===== config.mk =====
export PLATFORM = sky130hd
export DESIGN_NAME = ram_banked_be_flat
export DESIGN_NICKNAME = d
export VERILOG_FILES = /design/src/rtl/ram_banked_be_if.sv /design/src/rtl/ram_banked_be.sv /design/src/flat_wrapper.sv
export SDC_FILE = /design/constraint.sdc
export NUM_CORES = 1
export LEC_CHECK = 0
export CAP_MARGIN = 20
export CORE_ASPECT_RATIO = 1.1
export CORE_MARGIN = 2
export CORE_UTILIZATION = 45
export CTS_BUF_LIST = sky130_fd_sc_hd__clkbuf_4
export DETAILED_ROUTE_END_ITERATION = 8
export PLACE_DENSITY = 0.76
export SLEW_MARGIN = 20
export SYNTH_ARGS = -nofsm -noshare
export SYNTH_HDL_FRONTEND = slang
export SYNTH_SLANG_ARGS = --single-unit

===== constraint.sdc =====
create_clock -name clk -period 3.68 [get_ports clk]
set_input_delay 1.104 -clock clk [delete_from_list [all_inputs] [get_ports clk]]
set_output_delay 1.104 -clock clk [all_outputs]
set_load 0.05 [all_outputs]

===== src/rtl/ram_banked_be_if.sv =====
// Access bus of the banked byte-enable RAM: request/write side from the
// master, registered read data and status flags back from the RAM.
interface ram_banked_be_if #(
    parameter int LANE_W = 8,
    parameter int LANES  = 2,
    parameter int ADDR_W = 3
);
    logic                     en;
    logic                     rw;
    logic [LANES-1:0]         be;
    logic [ADDR_W-1:0]        addr;
    logic [LANE_W*LANES-1:0]  data_in;
    logic                     init;
    logic [LANE_W*LANES-1:0]  data_out;
    logic                     rd_valid;
    logic                     busy;
    logic                     err;

    modport master (
        output en, rw, be, addr, data_in, init,
        input  data_out, rd_valid, busy, err
    );

    modport slave (
        input  en, rw, be, addr, data_in, init,
        output data_out, rd_valid, busy, err
    );
endinterface


===== src/rtl/ram_banked_be.sv =====
// Single-port synchronous RAM of LANES x LANE_W lanes with per-lane write
// enables, registered read + valid strobe, zero-fill engine and
// out-of-range detection. Fill runs after reset and on init requests.
module ram_banked_be #(
    parameter int LANE_W = 8,
    parameter int LANES  = 2,
    parameter int ADDR_W = 3,
    parameter int DEPTH  = 4
) (
    input  logic              clk,
    input  logic              clr,
    ram_banked_be_if.slave    bus
);
    localparam int DATA_W = LANE_W * LANES;
    localparam int IDX_W  = (DEPTH > 1) ? $clog2(DEPTH) : 1;
    localparam logic [ADDR_W:0]   DEPTH_V = (ADDR_W + 1)'(DEPTH);
    localparam logic [ADDR_W-1:0] LAST    = ADDR_W'(DEPTH - 1);

    typedef enum logic {IDLE, FILL} state_t;

    state_t              state;
    logic [ADDR_W-1:0]   ptr;
    logic [DATA_W-1:0]   mem [DEPTH];

    logic                in_range;
    logic                acc_wr;
    logic [IDX_W-1:0]    addr_idx;
    logic [IDX_W-1:0]    ptr_idx;

    // Address decode and qualified write strobe for the array.
    always_comb begin
        in_range = ({1'b0, bus.addr} < DEPTH_V);
        addr_idx = bus.addr[IDX_W-1:0];
        ptr_idx  = ptr[IDX_W-1:0];
        acc_wr   = (state == IDLE) && !bus.init && bus.en && bus.rw && in_range;
    end

    // Array storage: zero-fill writes while filling, lane-masked writes otherwise.
    always_ff @(posedge clk) begin
        if (clr) begin
            if (state == FILL) begin
                mem[ptr_idx] <= '0;
            end else if (acc_wr) begin
                for (int unsigned k = 0; k < LANES; k++) begin
                    if (bus.be[k]) begin
                        mem[addr_idx][k*LANE_W +: LANE_W] <= bus.data_in[k*LANE_W +: LANE_W];
                    end
                end
            end
        end
    end

    // Control FSM with registered read data, strobes and busy flag.
    always_ff @(posedge clk) begin
        if (!clr) begin
            state        <= FILL;
            ptr          <= '0;
            bus.busy     <= 1'b1;
            bus.data_out <= '0;
            bus.rd_valid <= 1'b0;
            bus.err      <= 1'b0;
        end else begin
            case (state)
                FILL: begin
                    bus.rd_valid <= 1'b0;
                    bus.err      <= 1'b0;
                    if (ptr == LAST) begin
                        state    <= IDLE;
                        bus.busy <= 1'b0;
                    end else begin
                        ptr <= ptr + 1'b1;
                    end
                end
                default: begin
                    if (bus.init) begin
                        state        <= FILL;
                        ptr          <= '0;
                        bus.busy     <= 1'b1;
                        bus.rd_valid <= 1'b0;
                        bus.err      <= 1'b0;
                    end else if (bus.en) begin
                        bus.err      <= !in_range;
                        bus.rd_valid <= !bus.rw;
                        if (!bus.rw) begin
                            bus.data_out <= in_range ? mem[addr_idx] : '0;
                        end
                    end else begin
                        bus.rd_valid <= 1'b0;
                        bus.err      <= 1'b0;
                    end
                end
            endcase
        end
    end
endmodule

===== src/flat_wrapper.sv =====
// flat-port wrapper written by rule: the top's interface ports become plain ports
module ram_banked_be_flat 
#(
    parameter int LANE_W = 8,
    parameter int LANES  = 2,
    parameter int ADDR_W = 3,
    parameter int DEPTH  = 4
)
  (clk, clr, bus_en, bus_rw, bus_be, bus_addr, bus_data_in, bus_init, bus_data_out, bus_rd_valid, bus_busy, bus_err);
  ram_banked_be_if #(.LANE_W(LANE_W), .LANES(LANES), .ADDR_W(ADDR_W)) bus_i ();
  input  logic clk;
  input  logic clr;
  input wire logic [$bits(bus_i.en)-1:0] bus_en;
  input wire logic [$bits(bus_i.rw)-1:0] bus_rw;
  input wire logic [$bits(bus_i.be)-1:0] bus_be;
  input wire logic [$bits(bus_i.addr)-1:0] bus_addr;
  input wire logic [$bits(bus_i.data_in)-1:0] bus_data_in;
  input wire logic [$bits(bus_i.init)-1:0] bus_init;
  output wire logic [$bits(bus_i.data_out)-1:0] bus_data_out;
  output wire logic [$bits(bus_i.rd_valid)-1:0] bus_rd_valid;
  output wire logic [$bits(bus_i.busy)-1:0] bus_busy;
  output wire logic [$bits(bus_i.err)-1:0] bus_err;
  assign bus_i.en = bus_en;
  assign bus_i.rw = bus_rw;
  assign bus_i.be = bus_be;
  assign bus_i.addr = bus_addr;
  assign bus_i.data_in = bus_data_in;
  assign bus_i.init = bus_init;
  assign bus_data_out = bus_i.data_out;
  assign bus_rd_valid = bus_i.rd_valid;
  assign bus_busy = bus_i.busy;
  assign bus_err = bus_i.err;
  ram_banked_be #(.LANE_W(LANE_W), .LANES(LANES), .ADDR_W(ADDR_W), .DEPTH(DEPTH)) u_core (.clk(clk), .clr(clr), .bus(bus_i));
endmodule

==> flow_summary_export.csv, run 1 <==
group,metric,value,unit
clocking,clk_path_buf_depth,2,
detailed_routing,viasPerCell,5.520,
worst_hold_path,hold_depth,1,
layout,syn_to_final_growth,21.28,%
power_and_ir_drop,power,1.867,mW
critical_path,r2r_start,"u_core.state",
logic_synthesis,synth_xor_area_share,0,%
clocking,cts.htree.levels,3,
grt,grt_pass1_wl,9280,um
clocking,tritoncts,"built",
grt,grt_pass1_vias,1896,
place,dp_hpwl,4151,um
detailed_routing,ant_nets,0,
clocking,cts_buffers,9,
critical_path,start_kind,"input port",
logic_synthesis,synth_adder_area_share,0.7388,%
logic_synthesis,netlist_instances,194,
sta,setup_viol,0,
logic_synthesis,synth_most_common_cell,"edfxtp_1",
logic_synthesis,async_flop_share,0,%
sta,drv_slew,0,
sta,relSlewSlack,47.04,%
power_and_ir_drop,intPower,1.418,mW
logic_synthesis,synth_mux_area_share,10.64,%
logic_synthesis,netlist-cell-type-count,34,
clocking,root_buffer,"clkbuf_4",
grt,grt_overflow,0,
grt,grt_max_degree,18,
critical_path,rr_endpoint,"u_core.mem[3][3]",
die,die-area,8238,sq um
power_and_ir_drop,power.clock.fraction,24.5,%
logic_synthesis,netlist_area,3387,sq um
die,core,7391,sq um
worst_hold_path,hold_path.class,"reg -> reg",
clocking,insertion_delay,0.42,ns
sta,tns,0,ns
critical_path,cp_max_fo,8,
logic_synthesis,synth_compound_gate_area_share,7.795,%
logic_synthesis,synth.top_cell.area_share,56.74,%
sta,hold_viol,0,
detailed_routing,vias,1910,
layout,diodes,0,
sta,timing.fmax,356.3,MHz
detailed_routing,dr.pass1.iters,4,
grt,use_met2,26.22,%
layout,multi_input_area,958.4,sq um
detailed_routing,drt_iter0_markers,160,
power_and_ir_drop,swShare,24.03,%
power_and_ir_drop,power_frac_seq,62.6,%
clocking,cts_setup_buffers,0,
logic_synthesis,synth_top_family_by_area,"multiplexers",
sta,rsz0062_at_grt,"no",
detailed_routing,wire_per_inst,17.38,um
grt,grt_usage,15.61,%
critical_path,critPathCaptureType,"flip-flop",
status,status,"complete, no violations",
logic_synthesis,yosysWarnings,0,
power_and_ir_drop,switching_power,0.4486,mW
layout,drive_above_1_share,20.85,%
logic_synthesis,synthTopCellsByCount,"edfxtp_1 (64), dfxtp_1 (23), and2_1 (18)",
sta,period_share,76.26,%
worst_hold_path,hold_end,"u_core.bus.data_out[2]",
critical_path,cp.required,3.79,ns
clocking,cts_resized,0,
detailed_routing,wl,6014,um
power_and_ir_drop,leakage,1.393,nW
logic_synthesis,synthSimpleGateAreaFrac,8.829,%
logic_synthesis,synth-edff-count,64,
sta,skew,0.02497,ns
grt,met3_usage,4.108,%
place,finalWeightedCongestion,0.8655,
worst_hold_path,hp-start,"u_core.bus.data_out[2]",
detailed_routing,drcViolationCount,0,
clocking,clkSinkCount,87,
die,die_width,86.72,um
logic_synthesis,syn_avg_cell_area,17.46,sq um
logic_synthesis,yosys_register_bits,87,
critical_path,cp_data_arrival_time,2.92,ns
job,maxCapViolCount,0,
layout,area.sequential,2382,sq um
die,row_count,33,
grt,grt_antenna_before_repair,0,
layout,nets,282,
sta,finalCriticalPeriod,2.806,ns
power_and_ir_drop,comb_power_share,12.9,%
clocking,cts_hold_buf,0,
layout,n_fill_cell,565,
critical_path,reg2reg_setup_slack,1.66,ns
logic_synthesis,yosys.area.top_type,"edfxtp_1",
power_and_ir_drop,power_density,454.4,nW/um^2
die,ios,45,
critical_path,ff2ff_path_depth,3,
die,fp.dieH,94.99,um
logic_synthesis,synth_area_leaders,"edfxtp_1 (57%), dfxtp_1 (14%), mux4_2 (11%), a22o_1 (4.1%), and2_1 (3.3%)",
logic_synthesis,ys_seq_area_share,70.34,%
place,io_buffers,44,
die,start_util,45.83,%
power_and_ir_drop,ir_drop,0.2348,mV
logic_synthesis,ys.flop_type,"edfxtp_1",
grt,grtUsageMet1,18.80,%
critical_path,critPathKind,"in -> reg",
clocking,clk_pin_slew,0.14,ns
grt,grt.busiest_layer,"met2",
sta,worstMarginPinSlew,0.7872,ns
logic_synthesis,syn_nets,222,
-- cell type report --
cell class	instances	area share, %
timing repair buffer	56	12.92
tap	87	2.650
sequential	87	58.00
inverter	4	0.3655
clock buffer	12	2.193
clock inverter	4	0.5483
multi-input combinational	96	23.33
-- registers in the layout (all words and copies together), names as in the netlist --
register	count
u_core.bus.err	1
u_core.ptr	3
u_core.bus.data_out	16
u_core.bus.rd_valid	1
u_core.mem	64
u_core.state	1
u_core.bus.busy	1
-- how the worst max path moves through the flow --
stage	cells after the start	slack [ns]	endpoint	start
floorplan	3	0.91	u_core.mem[0][0]	bus_init
global placement	4	0.25	u_core.mem[2][4]	bus_init
detailed placement	4	0.16	u_core.mem[3][4]	bus_rw
CTS	4	0.61	u_core.mem[3][0]	bus_rw
global route	4	0.80	u_core.mem[3][3]	bus_init
finish	4	0.87	u_core.mem[3][3]	bus_rw
-- metrics by stage --
stage	cell area (sq um)	cells	hold WS (ns)	worst slack, ns	utilization [%]
2_1_floorplan	3387	194	0.4496	0.9059	-
3_3_place_gp	3985	330	0.4629	0.2502	53.92
3_5_place_dp	3985	330	0.4678	0.1589	53.92
4_1_cts	4098	346	0.4977	0.6098	55.44
5_1_grt	4108	346	0.5185	0.7952	55.58
6_report	4108	346	0.4926	0.8737	55.58
-- power groups by stage --
stage / clock (mW) / sequential [mW] / combinational (mW)
finish: 0.457 / 1.17 / 0.240
global route: 0.510 / 1.18 / 0.262
CTS: 0.468 / 1.17 / 0.239
detailed placement: 0 / 1.19 / 0.238
global placement: 0 / 1.19 / 0.234
floorplan: 0 / 1.19 / 0.140
-- layer usage --
metal / vias up / part of all wire (%)
met4: 0 / 2.1
met2: 47 / 51
met3: 12 / 4.7
met1: 951 / 43
li1: 900 / -
met5: - / 0
-- kinds of logic (layout without fill, tap and decap cells) --
group	count (synthesis)	in the layout
buf+inv	11	76
flops	87	87
simple gates	42	42
fa+ha+maj	2	2
compound gates	36	36
mux	16	16
-- worst max-delay path: stages --
cell	delay, ns
clkdlybuf4s50_1	0.61
or2b_1	0.31
nor4_1	0.62
nor3_2	0.28
-- cells in the final DEF (no fill, tap or decap), types with 3 or more instances in the layout --
| master | synthesis | final |
|---|---|---|
| a21oi_1 | 9 | 9 |
| a22o_1 | 16 | 16 |
| a41oi_1 | 3 | 3 |
| and2_1 | 18 | 18 |
| buf_4 | 1 | 12 |
| clkbuf_4 | 0 | 12 |
| clkdlybuf4s50_1 | 0 | 44 |
| clkinv_2 | 0 | 3 |
| dfxtp_1 | 23 | 23 |
| edfxtp_1 | 64 | 64 |
| inv_1 | 4 | 4 |
| mux4_2 | 16 | 16 |
| nor2_1 | 4 | 4 |
| nor3_2 | 1 | 3 |
| o21ai_0 | 5 | 5 |
No activity file was read; power rests on OpenSTA's default activity.
==> run 2: changes to the inputs <==
==> constraint.sdc (replaced) <==
create_clock -name clk -period 2.8 [get_ports clk]
set_input_delay 0.84 -clock clk [delete_from_list [all_inputs] [get_ports clk]]
set_output_delay 0.84 -clock clk [all_outputs]
set_load 0.05 [all_outputs]
==> run 2 against run 1 <==
- wire length down 3.1%
- flip-flop and latch count unchanged
- highest routed layer unchanged
- combinational power up 32%
- worst hold slack worse by 0.0094 ns
- die area unchanged
- sequential power up 32%
- final area up 3.3%
- largest power group unchanged
- clock skew down 0.0029 ns
- cell count up 1.7%
- utilization up 1.8 points
- critical path type is now reg -> out
- critical endpoint is now bus_data_out[15]
- first-iteration DRC count down 11%
- global-route usage down 0.084 points
==> flow_summary_export.csv, run 2 (same netlist as run 1, synthesis figures left out) <==
group,metric,value,unit
critical_path,cp_max_fo,2,
layout,top_register,"u_core.mem",
detailed_routing,wl,5830,um
sta,worstMarginPinSlew,0.9236,ns
critical_path,path_cells,"clkdlybuf4s50_1",
place,finalWeightedCongestion,0.7702,
clocking,cts_buffers,9,
worst_hold_path,hold_depth,2,
sta,relSlewSlack,38.23,%
sta,period_share,87.47,%
critical_path,ff2ff_path_depth,4,
place,placed_cells,336,
critical_path,critPathTopFamily,"buffers and inverters",
critical_path,cp.required,1.96,ns
clocking,cts_setup_buffers,0,
critical_path,r2r_start,"u_core.state",
sta,finalCriticalPeriod,2.449,ns
power_and_ir_drop,leakage,1.458,nW
power_and_ir_drop,power.clock.fraction,32.0,%
layout,fin_area,4243,sq um
critical_path,cp_data_arrival_time,1.61,ns
clocking,clkSinkCount,87,
job,maxCapViolCount,0,
detailed_routing,ant_nets,0,
layout,largestRegisters,"u_core.mem (64), u_core.bus.data_out (16), u_core.ptr (3)",
layout,largest_reg_flops,64,
clocking,cts_hold_buf,0,
clocking,cts_resized,0,
power_and_ir_drop,swShare,22.44,%
place,io_buffers,44,
critical_path,start_kind,"flip-flop",
clocking,insertion_delay,0.42,ns
sta,setup_viol,0,
sta,skew,0.02209,ns
layout,diodes,0,
critical_path,path_buf_inv,1,
power_and_ir_drop,power_frac_seq,56.3,%
critical_path,slowest_stage,"clkdlybuf4s50_1",
detailed_routing,drcViolationCount,0,
place,dpl-instance-area,4055,sq um
grt,grt_pass1_vias,1881,
sta,rsz0062_at_grt,"no",
detailed_routing,drt_iter0_markers,143,
detailed_routing,dr.pass1.iters,4,
grt,grt_antenna_before_repair,0,
power_and_ir_drop,comb_power_share,11.7,%
sta,timing.fmax,408.3,MHz
clocking,cts.htree.levels,3,
power_and_ir_drop,switching_power,0.6119,mW
die,fp.dieH,94.99,um
die,ios,45,
die,start_util,45.83,%
power_and_ir_drop,ir_drop,0.2776,mV
worst_hold_path,hp-start,"u_core.ptr[2]",
grt,grt_overflow,0,
layout,nets,288,
critical_path,rr_endpoint,"u_core.mem[0][6]",
grt,grt_pass1_wl,9335,um
worst_hold_path,hold_end,"u_core.ptr[2]",
die,core,7391,sq um
power_and_ir_drop,intPower,2.115,mW
sta,hold_viol,0,
grt,grt_max_degree,20,
die,die-area,8238,sq um
die,die_width,86.72,um
critical_path,cp_slowest_stage_delay,0.82,ns
grt,grt_usage,15.53,%
clocking,clk_pin_slew,0.13,ns
detailed_routing,vias,1882,
sta,tns,0,ns
critical_path,reg2reg_setup_slack,0.97,ns
worst_hold_path,hold_path.class,"reg -> reg",
critical_path,critPathCaptureType,"output pin",
layout,final_common_cell,"edfxtp_1",
die,row_count,33,
critical_path,critPathKind,"reg -> out",
status,status,"complete, no violations",
layout,syn_to_final_growth,25.27,%
sta,drv_slew,0,
clocking,clk_path_buf_depth,2,
clocking,root_buffer,"clkbuf_4",
place,dp_hpwl,4047,um
clocking,tritoncts,"built",
detailed_routing,viasPerCell,5.347,
layout,drive_above_1_share,21.89,%
detailed_routing,wire_per_inst,16.56,um
layout,layout_common_cells,"edfxtp_1 (64), clkdlybuf4s50_1 (44), dfxtp_1 (23)",
layout,final_cells,352,
power_and_ir_drop,power_density,642.7,nW/um^2
## run 2: worst max-delay path by stage
stage	from	to	slack (ns)	depth (start not counted)
final	u_core.bus.data_out[15]	bus_data_out[15]	0.35	1
after global routing	u_core.bus.data_out[15]	bus_data_out[15]	0.27	1
after CTS	u_core.bus.data_out[15]	bus_data_out[15]	0.29	1
after detailed placement	bus_init	u_core.mem[0][2]	0.001	5
after global placement	bus_init	u_core.mem[0][12]	0.07	5
after floorplan	bus_init	u_core.mem[0][0]	0.29	3
## run 2: layout make-up
| class | count | area [sq um] |
|---|---|---|
| sequential | 87 | 2382 |
| fill | 538 | 3148 |
| clock inverter | 7 | 120.1 |
| inverter | 4 | 15.01 |
| clock buffer | 9 | 67.56 |
| timing repair buffer | 62 | 600.6 |
| tap | 87 | 108.9 |
| multi-input combinational | 96 | 948.4 |
## run 2: power groups by stage
stage                     Sequential (mW)  Combinational (mW)  Clock, mW
final                                1.54               0.318      0.872
after global routing                 1.55               0.351      0.948
after CTS                            1.54               0.323      0.892
after detailed placement             1.57               0.322          0
after global placement               1.56               0.312          0
after floorplan                      1.57               0.184          0
## run 2: tightest hold or removal path, cell delays in order (launching register included)
cell     delay, ns
dfxtp_1       0.33
o21ai_0       0.07
a21oi_1       0.06
## run 2: stage by stage
step,setup WS (ns),hold slack (ns),total power [mW],util [%]
floorplan,0.2899,0.4496,1.750,-
global placement,0.06957,0.4579,1.873,54.87
detailed placement,0.001003,0.4616,1.889,54.87
CTS,0.2939,0.4848,2.753,57.41
global route,0.2663,0.5092,2.844,57.41
finish,0.3508,0.4832,2.727,57.41
## run 2: routing by layer
metal,track usage (%),up-vias,part of all wire [%]
li1,-,911,-
met1,21.59,915,45
met2,23.21,50,49
met3,3.846,6,4.8
met4,7.031,0,1.5
met5,0,-,0
